[config.mk]
export PLATFORM = sky130hd
export DESIGN_NAME = spi_peripheral
export DESIGN_NICKNAME = d
export VERILOG_FILES = /design/src/rtl/spi_peripheral.sv
export SDC_FILE = /design/constraint.sdc
export NUM_CORES = 1
export LEC_CHECK = 0
export CAP_MARGIN = 30
export CORE_MARGIN = 1
export CORE_UTILIZATION = 50
export CTS_BUF_LIST = sky130_fd_sc_hd__clkbuf_8
export DETAILED_ROUTE_END_ITERATION = 8
export DONT_BUFFER_PORTS = 1
export GPL_TIMING_DRIVEN = 0
export HOLD_SLACK_MARGIN = 0.1
export PLACE_DENSITY_LB_ADDON = 0.2
export RECOVER_POWER = 100
export SYNTH_ARGS = -nofsm -noshare
export SYNTH_HDL_FRONTEND = slang
export SYNTH_SLANG_ARGS = --single-unit
[constraint.sdc]
create_clock -name i_clk -period 1.75 [get_ports i_clk]
set_clock_uncertainty 0.05 [all_clocks]
set_input_delay 0.2625 -clock i_clk [delete_from_list [all_inputs] [get_ports i_clk]]
set_output_delay 0.2625 -clock i_clk [all_outputs]
set_load 0.01 [all_outputs]
[src/rtl/spi_peripheral.sv]
// spi_peripheral: SPI mode-0 target (CPOL=0, CPHA=0), fixed 8-bit frames.
// SCLK, CS_n and MOSI are oversampled in the i_clk domain.
// MOSI is deserialised into bytes. A buffered transmit byte is serialised onto MISO.
// Local logic sees a valid/ready byte interface.
// Build option: define SPI_PERIPH_LSB_FIRST_EN to shift both directions LSB first.
// MSB first is the default.
module spi_peripheral (
  input  logic       i_clk,
  input  logic       i_rst_n,
  input  logic       i_sclk,
  input  logic       i_cs_n,
  input  logic       i_mosi,
  output logic       o_miso,
  output logic       o_miso_oe,
  input  logic [7:0] i_tx_data,
  input  logic       i_tx_valid,
  output logic       o_tx_ready,
  output logic [7:0] o_rx_data,
  output logic       o_rx_valid,
  output logic       o_tx_underrun,
  output logic       o_busy
);

  typedef enum logic {IDLE = 1'b0, ACTIVE = 1'b1} state_t;

  state_t     state, state_nxt;
  logic [2:0] sclk_s, cs_s;
  logic [1:0] mosi_s;
  logic       sclk_rise, sclk_fall, cs_fall, cs_rise;
  logic [7:0] hold_q;
  logic       hold_full;
  logic [7:0] tx_shift, tx_shift_nxt;
  logic [7:0] rx_shift, rx_nxt;
  logic [2:0] bit_cnt;
  logic       load, shift_out, sample, wr_en;
  logic       tx_bit;

  // Pin synchronisers. Bit 0 is the newest sample.
  // Stage 2 of SCLK/CS exists only for edge detection.
  always_ff @(posedge i_clk or negedge i_rst_n) begin
    if (!i_rst_n) begin
      sclk_s <= 3'b000;
      cs_s   <= 3'b111;
      mosi_s <= 2'b00;
    end else begin
      sclk_s <= {sclk_s[1:0], i_sclk};
      cs_s   <= {cs_s[1:0], i_cs_n};
      mosi_s <= {mosi_s[0], i_mosi};
    end
  end

  assign sclk_rise =  sclk_s[1] & ~sclk_s[2];
  assign sclk_fall = ~sclk_s[1] &  sclk_s[2];
  assign cs_fall   = ~cs_s[1]   &  cs_s[2];
  assign cs_rise   =  cs_s[1]   & ~cs_s[2];

  // State register
  always_ff @(posedge i_clk or negedge i_rst_n) begin
    if (!i_rst_n) state <= IDLE;
    else          state <= state_nxt;
  end

  // Next state plus per-cycle strobes.
  // An SCLK fall with the counter at 0 always follows a completed byte.
  // That fall is where the next byte gets loaded, including the trailing fall of the last byte.
  always_comb begin
    state_nxt = state;
    load      = 1'b0;
    shift_out = 1'b0;
    sample    = 1'b0;
    case (state)
      IDLE: begin
        if (cs_fall) begin
          state_nxt = ACTIVE;
          load      = 1'b1;
        end
      end
      ACTIVE: begin
        if (cs_rise) begin
          state_nxt = IDLE;
        end else begin
          sample = sclk_rise;
          if (sclk_fall) begin
            if (bit_cnt == 3'd0) load      = 1'b1;
            else                 shift_out = 1'b1;
          end
        end
      end
      default: state_nxt = IDLE;
    endcase
  end

  assign wr_en = i_tx_valid & ~hold_full;

  // Holding register.
  // A write landing on the same cycle as a load refills the register.
  // That load has already seen it empty.
  always_ff @(posedge i_clk or negedge i_rst_n) begin
    if (!i_rst_n) begin
      hold_q    <= 8'h00;
      hold_full <= 1'b0;
    end else if (wr_en) begin
      hold_q    <= i_tx_data;
      hold_full <= 1'b1;
    end else if (load) begin
      hold_full <= 1'b0;
    end
  end

`ifdef SPI_PERIPH_LSB_FIRST_EN
  assign tx_bit       = tx_shift[0];
  assign tx_shift_nxt = {1'b0, tx_shift[7:1]};
  assign rx_nxt       = {mosi_s[1], rx_shift[7:1]};
`else
  assign tx_bit       = tx_shift[7];
  assign tx_shift_nxt = {tx_shift[6:0], 1'b0};
  assign rx_nxt       = {rx_shift[6:0], mosi_s[1]};
`endif

  // Transmit shifter: load from holding (zeros plus underrun when empty), shift on SCLK fall
  always_ff @(posedge i_clk or negedge i_rst_n) begin
    if (!i_rst_n) begin
      tx_shift      <= 8'h00;
      o_tx_underrun <= 1'b0;
    end else begin
      o_tx_underrun <= 1'b0;
      if (load) begin
        if (hold_full) begin
          tx_shift <= hold_q;
        end else begin
          tx_shift      <= 8'h00;
          o_tx_underrun <= 1'b1;
        end
      end else if (shift_out) begin
        tx_shift <= tx_shift_nxt;
      end
    end
  end

  // Receive shifter and bit counter.
  // A partial byte is dropped whenever the target is deselected.
  always_ff @(posedge i_clk or negedge i_rst_n) begin
    if (!i_rst_n) begin
      rx_shift   <= 8'h00;
      bit_cnt    <= 3'd0;
      o_rx_data  <= 8'h00;
      o_rx_valid <= 1'b0;
    end else begin
      o_rx_valid <= 1'b0;
      if (state == IDLE || cs_rise) begin
        bit_cnt <= 3'd0;
      end else if (sample) begin
        rx_shift <= rx_nxt;
        bit_cnt  <= bit_cnt + 3'd1;
        if (bit_cnt == 3'd7) begin
          o_rx_data  <= rx_nxt;
          o_rx_valid <= 1'b1;
        end
      end
    end
  end

  assign o_busy     = (state == ACTIVE);
  assign o_miso_oe  = o_busy;
  assign o_miso     = o_busy & tx_bit;
  assign o_tx_ready = ~hold_full;

endmodule

==> results of run 1 <==
-- cell families (layout without fill, tap and decap cells) --
logic type	after synthesis	in the layout	share of synthesized area, %
DFF	46	46	61.21
muxes	24	24	14.26
AOI/OAI and AO/OA	14	14	6.565
xor gates and xnor gates	1	1	0.4643
and+or+nand+nor	36	36	11.01
buffers and inverters	14	34	4.509
adders and majority gates	3	3	1.990
-- worst reg2reg max path, stage by stage, from the launching register on --
cell	delay, ns
dfrtp_1	0.39
inv_1	0.06
ha_1	0.19
and4bb_2	0.25
a31oi_4	0.32
nand2_1	0.12
a31oi_2	0.18
-- report_power, final --
part           switching, mW  leakage (nW)  total (mW)  internal (mW)
clock                  0.318        0.0414       0.585          0.268
sequential             0.159         0.564        1.50           1.34
combinational          0.257         0.371       0.545          0.289
total                  0.733         0.976        2.63           1.90
-- what timing repair did --
action	CTS	global route
hold buffers	13	0
setup endpoints to repair	0	1
endpoints found under the hold margin	57	0
-- flip-flops by register name, summed over array words and instances (netlist names) --
name           count
o_tx_underrun      1
hold_full          1
mosi_s             2
sclk_s             3
bit_cnt            3
hold_q             8
o_busy             1
o_rx_data          8
tx_shift           8
cs_s               3
o_rx_valid         1
rx_shift           7
-- layout by cell type, fill, tap and decap left out, types with 2 or more instances in the layout --
cell and instances:
dfstp_2 2, ha_1 3, inv_1 8, mux2_2 23, nor2_1 10, nand3_1 8, nand2_1 8, clkbuf_8 5
buf_6 3, nor2b_1 2, clkbuf_1 3, dlygate4sd3_1 12, nor2_2 2, a31oi_1 6, dfrtp_1 43
-- per-layer routing --
layer	part of all wire, %	wire (µm)
met3	3.6	101
met4	2.0	57
met2	50	1422
met1	44	1259
met5	0	0
-- path summary, 6_finish.rpt --
kind | startpoint | endpoint | cells past startpoint
setup / recovery | bit_cnt[0] | tx_shift[6] | 6
hold / removal | mosi_s[0] | mosi_s[1] | 0
setup reg to reg | bit_cnt[0] | tx_shift[6] | 6
hold reg to reg | mosi_s[0] | mosi_s[1] | 0
max in group asynchronous | i_rst_n | o_rx_data[7] | 2
min in group asynchronous | i_rst_n | tx_shift[3] | 2
-- final cells by class --
cell class | count | area, µm² | share of cell area (%)
plain buffers | 7 | 50.05 | 2.338
clock buffers | 5 | 68.82 | 3.214
clock inverters | 2 | 11.26 | 0.5260
inverters | 7 | 26.28 | 1.227
multi-input cells | 78 | 646.9 | 30.22
flip-flops and latches | 46 | 1155 | 53.95
well taps | 46 | 57.56 | 2.688
repair buffers | 13 | 125.1 | 5.845
==> summary.txt, run 1 <==
Final layout
  • Final Net Count: 175
  • Ant. Diodes: 0
  • Final Util: 61.72%
  • Area growth syn-to-layout: 13.46%
  • Layout Cells excl Fill: a little over 200
  • FILL cells: 293
  • Share of layout cells above drive strength 1: 29.11%
  • Final Cell Area: between 0.002 and 0.0025 mm²

STA
  • Final Max Tran Viols: 0
  • Final cycle utilization of the critical path: between 90% and 100%
  • Final Hold Vio Count: 0
  • Final Worst Setup Slack: 0.1244 ns
  • Unrepaired setup endpoints after global routing: no
  • Fmax: 615.2 MHz
  • Setup TNS: 0 ns
  • Measured slew at the worst slew-check pin: 1.078 ns
  • Worst slew margin: approximately 28%
  • Hold Worst Slack: a little over 0.3 ns
  • Count of final setup violators: 0
  • Minimum clock period: 1.626 ns

Floorplan
  • CORE AREA: 0.003468 mm²
  • DIE HEIGHT: roughly 63 µm
  • Die Wd: 63.43 µm
  • FP Rows: 21
  • Io pins: 28
  • Full die area: between 0.004 and 0.005 mm²
  • Starting density of the core: ~54%

Place
  • PortBufs: 0
  • Post-DP HPWL: 1.960 mm
  • RePlAce Congestion: 0.7502
  • DP Area: 0.001944 mm²
  • Pre-CTS setup slack: 0.1328 ns
  • Placed Cells: around 180

Pwr
  • Pwr Density: 1228 mW/mm²
  • Maximum VDD drop: a little over 0.9 mV
  • Overall power: 2.629 mW
  • P_leak: 0.9761 nW

Setup path
  • Max stage delay on crit path: slightly below 0.4 ns
  • Crit path max fanout: 9
  • Buf/Inv on CP: 1
  • CP cell instances: inv_1 -> ha_1 -> and4bb_2 -> a31oi_4 -> nand2_1 -> a31oi_2
  • CP arrival: 1.79 ns
  • R2r setup slk: ~0.12 ns
  • Critical path required time: 1.92 ns
  • Crit path max-delay family: compound AO/OA/AOI/OAI gates
  • Startpoint type of the worst setup path: flip-flop
  • Worst setup EP type: flip-flop
  • Setup Crit Path Kind: flip-flop to flip-flop
  • CP max-delay cell: dfrtp_1

Clock tree
  • Post-CTS setup buffers: 0
  • CTS root buf: clkbuf_8
  • Max clock buf depth: 2
  • CTS tree: built
  • Sink Count: 46
  • Reg clk slew, reported paths: 0.08 ns
  • Post-CTS Resized: 0
  • Num CTS Buffers: 5
  • H-Tree Depth: 2
  • Clk_lat worst skew: between 0.2 and 0.3 ns

Run
  • Max_cap viols: 0

Routing
  • DRC viols: 0
  • DR iter-0 viols: 66
  • DR WL/cell: 13.93 µm
  • Via Count: approximately 1100
  • Via-to-Cell Ratio: about 5.4
  • Final ANT Viol Nets: 0
  • Total Wirelength: about 2.8 mm
  • Pre-antenna DRT Iters: 2

Synthesis
  • Avg Cell Area, Syn: 13.67 µm²
  • Async set or reset register ratio after synthesis: 100.0%
  • Mapped Nets: between 150 and 200
  • Synth top area cells: dfrtp_1 57%, mux2_2 14%, dfstp_2 4.2%
  • Top FF cell, synth: dfrtp_1
  • Yosys warnings: 0
  • Mapped Area: 0.001887 mm²
  • Synth cell count leaders: 43 x dfrtp_1, 23 x mux2_2, 10 x nor2_1, 8 x nand2_1, 8 x nand3_1
  • Largest area contributor in the netlist: dfrtp_1
  • Cells after Synth: 138
  • Sequential area share after synthesis: 61.21%
  • Post-synth EDFFs: 0
  • Number of distinct library cells after synthesis: 30
  • Synth top area share: 57.03%
  • Yosys reg bits: 46
  • Cell with the most instances after synthesis: dfrtp_1

GRT
  • Gr ovfl total: 0
  • Largest net degree at the start of global routing: 47
  • Initial antenna violation count: 0
  • First-pass GRT wire length: 5.195 mm
  • Met1 Use GR: approximately a fifth
  • Vias in the first global route: 1154
  • Met2 usage: 28.19%
  • Grt peak-use layer: met2
  • All-Layer GR Usage: 17.23%
  • Met3 Usage GRT: 5.797%

Worst hold path
  • Worst hold path type: flip-flop to flip-flop

Run status
  • Status: complete, no violations
No activity file was read; power rests on OpenSTA's default activity.
==> run 2, diff against run 1 <==
--- a/config.mk
+++ b/config.mk
@@ -5,7 +5,7 @@
 export SDC_FILE = /design/constraint.sdc
 export NUM_CORES = 1
 export LEC_CHECK = 0
-export CAP_MARGIN = 30
+export CAP_MARGIN = 40
 export CORE_MARGIN = 1
 export CORE_UTILIZATION = 50
 export CTS_BUF_LIST = sky130_fd_sc_hd__clkbuf_8
@@ -15,6 +15,7 @@
 export HOLD_SLACK_MARGIN = 0.1
 export PLACE_DENSITY_LB_ADDON = 0.2
 export RECOVER_POWER = 100
+export SKIP_LAST_GASP = 1
 export SYNTH_ARGS = -nofsm -noshare
 export SYNTH_HDL_FRONTEND = slang
 export SYNTH_SLANG_ARGS = --single-unit
==> results of run 2 <==
Final layout, timing and power as in run 1 (identical DEF).
==> run 3, diff against run 2 <==
--- a/config.mk
+++ b/config.mk
@@ -7,7 +7,7 @@
 export LEC_CHECK = 0
 export CAP_MARGIN = 40
 export CORE_MARGIN = 1
-export CORE_UTILIZATION = 50
+export CORE_UTILIZATION = 24
 export CTS_BUF_LIST = sky130_fd_sc_hd__clkbuf_8
 export DETAILED_ROUTE_END_ITERATION = 8
 export DONT_BUFFER_PORTS = 1
==> run 3 against run 2 <==
  * Power grew 2.3%
  * Maximum frequency grew 0.90%
  * Global-route usage shrank 9.2 points
  * Cell area grew 3.6%
  * Combinational power shrank 0.9%
  * Via count shrank 4.0%
  * Critical endpoint unchanged
  * Largest power group unchanged
==> summary.txt, run 3 (same netlist as run 1, synthesis figures left out) <==
Run status
  • Status: complete, no violations

GRT
  • Gr ovfl total: 0
  • First-pass GRT wire length: 5.195 mm
  • All-Layer GR Usage: 8.074%
  • Vias in the first global route: approximately 1100
  • Largest net degree at the start of global routing: 47
  • Initial antenna violation count: 0

STA
  • Minimum clock period: about 1.6 ns
  • Unrepaired setup endpoints after global routing: no
  • Hold Worst Slack: about 0.30 ns
  • Setup TNS: 0 ns
  • Final cycle utilization of the critical path: 92.06%
  • Count of final setup violators: 0
  • Final Max Tran Viols: 0
  • Final Hold Vio Count: 0
  • Worst slew margin: 25.96%
  • Measured slew at the worst slew-check pin: between 1 and 1.5 ns
  • Fmax: between 600 and 700 MHz

Setup path
  • Crit path max fanout: 9
  • Critical path required time: 1.92 ns
  • Buf/Inv on CP: 1
  • CP arrival: 1.78 ns
  • Worst setup EP type: flip-flop
  • CP cell instances: inv_1 -> ha_1 -> and4bb_1 -> a31oi_4 -> nand2_1 -> a31oi_2
  • Crit path max-delay family: compound AO/OA/AOI/OAI gates
  • Max stage delay on crit path: slightly below 0.4 ns
  • Setup Crit Path Kind: flip-flop to flip-flop
  • Startpoint type of the worst setup path: flip-flop
  • CP max-delay cell: dfrtp_1

Floorplan
  • FP Rows: 31
  • CORE AREA: 0.007408 mm²
  • DIE HEIGHT: 90.67 µm
  • Full die area: 0.008220 mm²
  • Die Wd: approximately 90 µm
  • Io pins: 28
  • Starting density of the core: around a quarter

Place
  • PortBufs: 0
  • Placed Cells: roughly 240
  • RePlAce Congestion: 0.7131
  • Post-DP HPWL: 2.092 mm
  • DP Area: 0.002011 mm²

Final layout
  • Commonest non-fill, non-tap cell in the layout: dfrtp_1
  • Area of the multi-input gates: between 600 and 700 µm²
  • Final Cell Area: 0.002218 mm²
  • Layout Cells excl Fill: 258
  • Top flop regs: hold_q x8, o_rx_data x8, tx_shift x8
  • Final Net Count: 175
  • Area growth syn-to-layout: 17.57%
  • Ant. Diodes: 0
  • Most frequent cells in the layout: 43 x dfrtp_1, 23 x mux2_2, 12 x dlygate4sd3_1
  • FF/Latch Area: 0.001155 mm²
  • FILL cells: 768
  • Share of layout cells above drive strength 1: just under 30%

Routing
  • Pre-antenna DRT Iters: 4
  • Total Wirelength: approximately 3 mm
  • DRC viols: 0
  • DR iter-0 viols: 39
  • Via Count: 1060
  • DR WL/cell: 11.79 µm
  • Final ANT Viol Nets: 0
  • Via-to-Cell Ratio: 4.109

Pwr
  • P_leak: 0.9888 nW
  • Overall power: 2.690 mW
  • Maximum VDD drop: 0.5420 mV
  • Pwr Density: 1212 mW/mm²
  • Sequential power share: between 50 and 60%
  • Switching Fraction: between 20 and 30%
  • Cell internal pwr: 1.940 mW
  • Clock share of power: between 20 and 25%
  • Psw: 0.7496 mW
  • Logic pwr share: 20.1%

Clock tree
  • Clk_lat worst skew: 0.29 ns
  • Post-CTS setup buffers: 0
  • CTS tree: built
  • Num CTS Buffers: 5
  • Reg clk slew, reported paths: 0.08 ns
  • Max clock buf depth: 2
  • H-Tree Depth: 2
  • Sink Count: 46
  • CTS root buf: clkbuf_8

Worst hold path
  • Worst hold path type: flip-flop to flip-flop

Run
  • Max_cap viols: 0
-- run 3: final cells by class --
cell class,instances,share of cell area (%)
sequential,46,52.06
multi-input combinational,78,29.16
timing repair buffer,13,5.640
tap,99,5.584
clock buffer,6,3.723
buffer,7,2.256
inverter,7,1.184
clock inverter,2,0.3948
-- run 3: path summary, 6_finish.rpt --
kind                                  from  slack, ns     endpoint  cells past startpoint
worst max-delay path            bit_cnt[0]       0.14  tx_shift[6]                      6
worst min-delay path             mosi_s[0]       0.30    mosi_s[1]                      0
worst max register to register  bit_cnt[0]       0.14  tx_shift[6]                      6
worst min register to register   mosi_s[0]       0.30    mosi_s[1]                      0
max in group asynchronous          i_rst_n       0.31       o_busy                      2
min in group asynchronous          i_rst_n       0.67  rx_shift[3]                      2
-- run 3: stage by stage --
| step | util, % | setup WS (ns) |
|---|---|---|
| after floorplan | - | 0.2773 |
| after global placement | 27.14 | 0.1597 |
| after detailed placement | 27.14 | 0.1486 |
| after CTS | 30.37 | 0.1186 |
| after global routing | 29.94 | 0.01993 |
| final | 29.94 | 0.1390 |
-- run 3: layer usage --
metal  wire [µm]  part of all wire (%)  GRT usage (%)
met5           0                     0              0
met4          35                   1.2          3.226
met3         161                   5.3          3.030
met2        1497                    49          13.57
met1        1347                    44          9.211
-- run 3: power by group through the flow --
stage	logic (mW)	registers, mW	clock network, mW
6_report	0.540	1.50	0.649
5_1_grt	0.610	1.55	0.729
4_1_cts	0.573	1.51	0.686
3_5_place_dp	0.520	1.53	0
3_3_place_gp	0.507	1.52	0
2_1_floorplan	0.456	1.48	0
-- run 3: timing repair --
| action | 4_1_cts | 5_1_grt |
|---|---|---|
| hold buffers | 13 | 0 |
| endpoints found under the hold margin | 57 | 0 |
| gates resized for setup | 0 | 0 |
-- run 3: worst register-to-register path, delay by kind of cell, from the launching register on --
| family | cells | cell delay [ns] |
|---|---|---|
| DFF | 1 | 0.39 |
| adders and majority gates | 1 | 0.19 |
| buffers and inverters | 1 | 0.06 |
| AOI/OAI and AO/OA | 2 | 0.51 |
| and+or+nand+nor | 2 | 0.35 |
